`src/rtl/echo_pipe_tx.sv`:
```
// 96-bit message to 3 x 32-bit word serializer, low word first.
// Optional ECHO_PIPE_TX_DBUF_EN adds a second message buffer for gapless back-to-back sends.
module echo_pipe_tx #(
   parameter int unsigned WORDS = 3,
   parameter int unsigned CNT_W = 16
) (
   input  logic                 CLK,
   input  logic                 nRST,
   input  logic                 enq__ENA,
   input  logic [95:0]          enq_v,
   output logic                 enq__RDY,
   output logic                 word__ENA,
   output logic [31:0]          word_v,
   output logic                 word_last,
   input  logic                 word__RDY,
   output logic [CNT_W-1:0]     msg_count
);

   localparam int unsigned WORD_W = 32;
   localparam int unsigned MSG_W  = WORDS * WORD_W;
   localparam logic [1:0]  LAST_BEAT = 2'(WORDS - 1);

   localparam logic [0:0] S_IDLE = 1'b0;
   localparam logic [0:0] S_SEND = 1'b1;

   logic [0:0]       state, state_nx;
   logic [1:0]       beat, beat_nx;
   logic [MSG_W-1:0] hold, hold_nx;
   logic [CNT_W-1:0] cnt, cnt_nx;
   logic             busy, xfer, at_last, accept;

`ifdef ECHO_PIPE_TX_DBUF_EN
   logic [MSG_W-1:0] next_q, next_q_nx;
   logic             next_vld, next_vld_nx;
`endif

   assign busy    = (state == S_SEND);
   assign at_last = (beat == LAST_BEAT);
   assign xfer    = !nRST && busy && word__RDY;

`ifdef ECHO_PIPE_TX_DBUF_EN
   assign enq__RDY = !nRST && !next_vld;
`else
   assign enq__RDY = !nRST && !busy;
`endif

   assign accept    = enq__ENA && enq__RDY;
   assign word__ENA = xfer;
   assign word_last = !nRST && busy && at_last;
   assign word_v    = hold[WORD_W*32'(beat) +: WORD_W];
   assign msg_count = cnt;

   // Next-state and datapath updates
   always_comb begin
      state_nx = state;
      beat_nx  = beat;
      hold_nx  = hold;
      cnt_nx   = cnt;
`ifdef ECHO_PIPE_TX_DBUF_EN
      next_q_nx   = next_q;
      next_vld_nx = next_vld;
`endif
      case (state)
         S_IDLE: begin
            if (accept) begin
               hold_nx  = enq_v;
               beat_nx  = 2'd0;
               state_nx = S_SEND;
            end
         end
         S_SEND: begin
            if (xfer) begin
               if (at_last) begin
                  cnt_nx  = cnt + CNT_W'(1);
                  beat_nx = 2'd0;
`ifdef ECHO_PIPE_TX_DBUF_EN
                  if (next_vld) begin
                     hold_nx     = next_q;
                     next_vld_nx = 1'b0;
                  end else if (accept) begin
                     hold_nx = enq_v;
                  end else begin
                     state_nx = S_IDLE;
                  end
`else
                  state_nx = S_IDLE;
`endif
               end else begin
                  beat_nx = beat + 2'd1;
               end
            end
`ifdef ECHO_PIPE_TX_DBUF_EN
            // A message arriving as hold empties goes straight to hold above
            if (accept && !(xfer && at_last)) begin
               next_q_nx   = enq_v;
               next_vld_nx = 1'b1;
            end
`endif
         end
         default: state_nx = S_IDLE;
      endcase
   end

   always_ff @(posedge CLK) begin
      if (nRST) begin
         state <= S_IDLE;
         beat  <= 2'd0;
         cnt   <= '0;
`ifdef ECHO_PIPE_TX_DBUF_EN
         next_vld <= 1'b0;
`endif
      end else begin
         state <= state_nx;
         beat  <= beat_nx;
         hold  <= hold_nx;
         cnt   <= cnt_nx;
`ifdef ECHO_PIPE_TX_DBUF_EN
         next_q   <= next_q_nx;
         next_vld <= next_vld_nx;
`endif
      end
   end

endmodule

```
`config.mk`:
```
export PLATFORM = sky130hd
export DESIGN_NAME = echo_pipe_tx
export DESIGN_NICKNAME = d
export VERILOG_FILES = /design/src/rtl/echo_pipe_tx.sv
export SDC_FILE = /design/constraint.sdc
export NUM_CORES = 1
export LEC_CHECK = 0
export CORE_MARGIN = 2
export CORE_UTILIZATION = 49
export DETAILED_ROUTE_END_ITERATION = 6
export HOLD_SLACK_MARGIN = 0.03
export PLACE_DENSITY = 0.85
export REMOVE_ABC_BUFFERS = 1
export SLEW_MARGIN = 40
export SYNTH_ARGS = -nofsm -noshare
export SYNTH_HDL_FRONTEND = slang
export SYNTH_SLANG_ARGS = --single-unit
```
`constraint.sdc`:
```
create_clock -name CLK -period 8.05 [get_ports CLK]
set_input_delay 1.2075 -clock CLK [delete_from_list [all_inputs] [get_ports CLK]]
set_output_delay 1.2075 -clock CLK [all_outputs]
set_load 0.05 [all_outputs]
```
==> reports/results.ini <==
[outcome]
status=completed

[timing]
clock_skew_ns=0.00952
rsz0062_at_grt=false
timing.fmax_mhz=218
period_share=0.571
relSlewSlack=0.486
drv_slew=0
setup_tns_ns=0
hold_viol_final=0
finalSetupViolCount=0
worstMarginPinSlew_ns=0.768
whs_ns=0.500
fin_crit_ns=4.59

[power_and_ir_drop]
ir_drop_mv=0.151
power.density_nw_per_um2=229
leakage_uw=0.00221

[setup_path]
arrival_ns=3.39
cp_top_family=buffers and inverters
cp_cell_sequence=buf_4 -> nor2b_2 -> buf_4 -> nand2_1 -> o21ai_0 -> clkdlybuf4s50_1
worstSetupPathType=register to output pin
path_buf_inv=3
crit_slowest_cell=clkdlybuf4s50_1
reg2reg_depth=5
worst-path-stages=6
end_kind=output pin
crit_required_ns=6.84
critPathMaxFanout=39
slowest_delay_ns=0.89
crit_top_cell=buf_4
cp-start-kind=register

[synth]
syn_area_um2=4430
synthCells=308
syn_avg_cell_area_um2=14.4
async_reset_ff_frac=0
synth_fa_ha_area_frac=0.00282
synth_xor_area_frac=0.0138
yosys-top-cells-area=edfxtp_1 (65%), dfxtp_1 (8.6%), mux2i_1 (7.7%)
yosysUniqueCellTypes=33
yosys.area_share.simple=0.101
ys.flop_type=edfxtp_1
yosysTopAreaCellShare=0.650
yosysSeqAreaShare=0.736
synthTopCellsByCount=edfxtp_1 (96), o21ai_0 (40), nand2_1 (38), mux2i_1 (34), dfxtp_1 (19)
synth-compound-area-share=0.0570
yosysWarnings=0
synth_top_family_by_area=simple AND/OR/NAND/NOR gates
ys_seq_elements=115
synth.most_common_cell=edfxtp_1
muxShareOfSynthArea=0.0767
synth_edf_count=96
yosysTopAreaCell=edfxtp_1

[global_route]
grt_max_degree=45
antenna_found_initial=0
grtUsageTotal=0.228
grt_pass1_vias=3458
grt_pass1_wl_um=17000
overflow=0

[drt]
vias=3149
drt-vias-per-instance=5.35
highest_layer=met4
wl_met3_um=990
m1WireLength_um=4030
met2WireLength_um=5590
drt_iter0_markers=195
firstDrtPassIters=4
wl_per_cell_um=18.4
drc=0
ant_nets=0
wirelength_um=10800

[layout]
post_route_cells_drive_above_1_share=0.0915
area_growth_pct=49.7
design_area_um2=6640
antenna_cells=0
final_nets=569

[clock_tree]
cts_resized=0
root_buffer=clkbuf_8
clock_latency_ns=0.50
cts.sinks=115
postCtsSetupBuffers=0
cts_tree=done
clkSlewWorstSetupHoldPaths_ns=0.06
htree_levels=4
cts_buffer_depth=2
numCtsBuffers=17
ctsHoldBuffers=0

[floorplan]
coreArea_um2=8760
initial_utilization=0.506
num_rows=34
die_h_um=99.1
die_x_um=99.1
die-area_um2=9830
ioPinCount=151

[placed_design]
hpwl_um=7340
portBuffers=150
placed_area_um2=6090
gp_routability_congestion=0.785

[run]
cap_violations=0

[min_path]
whs_path_depth=2
holdCritPathClass=register to register

==> worst paths after layout <==
kind                                       to     startpoint  slack, ns
worst max-delay path               word_v[30]        beat[1]       3.46
worst min-delay path            msg_count[13]  msg_count[13]       0.50
worst max register to register  msg_count[12]        beat[0]       5.99
worst min register to register  msg_count[13]  msg_count[13]       0.50
==> routing by layer <==
| layer | up-vias | track usage |
|---|---|---|
| met2 | 157 | 0.388 |
| met3 | 17 | 0.0942 |
| li1 | 1475 | - |
| met4 | 0 | 0.0980 |
| met1 | 1500 | 0.254 |
| met5 | - | 0 |
==> flip-flops by register name, indices dropped and copies added, names as in the netlist <==
signal     flops
msg_count     16
busy           1
beat           2
hold          96
==> worst min-delay path: cells and delay by family (launching register included) <==
kind               cells  cell delay, ns
DFF                    1            0.32
AOI/OAI and AO/OA      2            0.13
==> power by group <==
group          switching (uW)  total, uW  internal, uW  leakage [uW]
Sequential               6.22        674           668       0.00104
Combinational            78.2        150          72.0      0.000907
Clock                     257        694           437      0.000266
Total                     342       1520          1180       0.00221
==> cell type report <==
cell class | instances | area [um2]
repair buffers | 155 | 1560
well taps | 108 | 135
multi-input cells | 178 | 1120
clock buffers | 18 | 418
clock inverters | 14 | 140
fillers | 537 | 2120
inverters | 1 | 3.75
flip-flops and latches | 115 | 3260
==> cells by family after synthesis <==
family | after synthesis
multiplexers | 34
XOR/XNOR | 7
buffers and inverters | 15
flip-flops | 115
AO/OA/AOI/OAI | 50
AND/OR/NAND/NOR | 86
adder cells (fa/ha/maj) | 1
==> through the flow <==
stage | total power, uW | utilization | setup slack (ns) | std cells
2_1_floorplan | 753 | - | 3.36 | 294
3_3_place_gp | 830 | 0.690 | 3.60 | 555
3_5_place_dp | 836 | 0.694 | 3.58 | 557
4_1_cts | 1520 | 0.758 | 3.42 | 589
5_1_grt | 1560 | 0.758 | 3.28 | 589
6_report | 1520 | 0.758 | 3.46 | 589
==> cell usage in the layout, fill, tap and decap left out, types with 2 or more instances in the layout <==
cell,synthesis,routed
or3_2,2,2
clkinv_2,0,3
clkbuf_16,0,16
nand4_1,3,3
buf_12,0,2
o21ai_0,40,40
clkinv_4,0,4
clkinvlp_4,0,3
edfxtp_1,96,96
mux2i_1,34,34
nor4_1,2,2
xnor2_1,5,5
or3_1,7,7
nand2_1,38,38
clkdlybuf4s50_1,0,149
clkinv_1,0,2
bufinv_16,0,2
nor2_1,13,13
dfxtp_1,19,18
xor2_1,2,2
nand3_1,4,4
buf_4,0,3
nor3_1,3,3
and3_1,2,2
a21oi_1,9,9
Power figures use the tool's default switching activity.
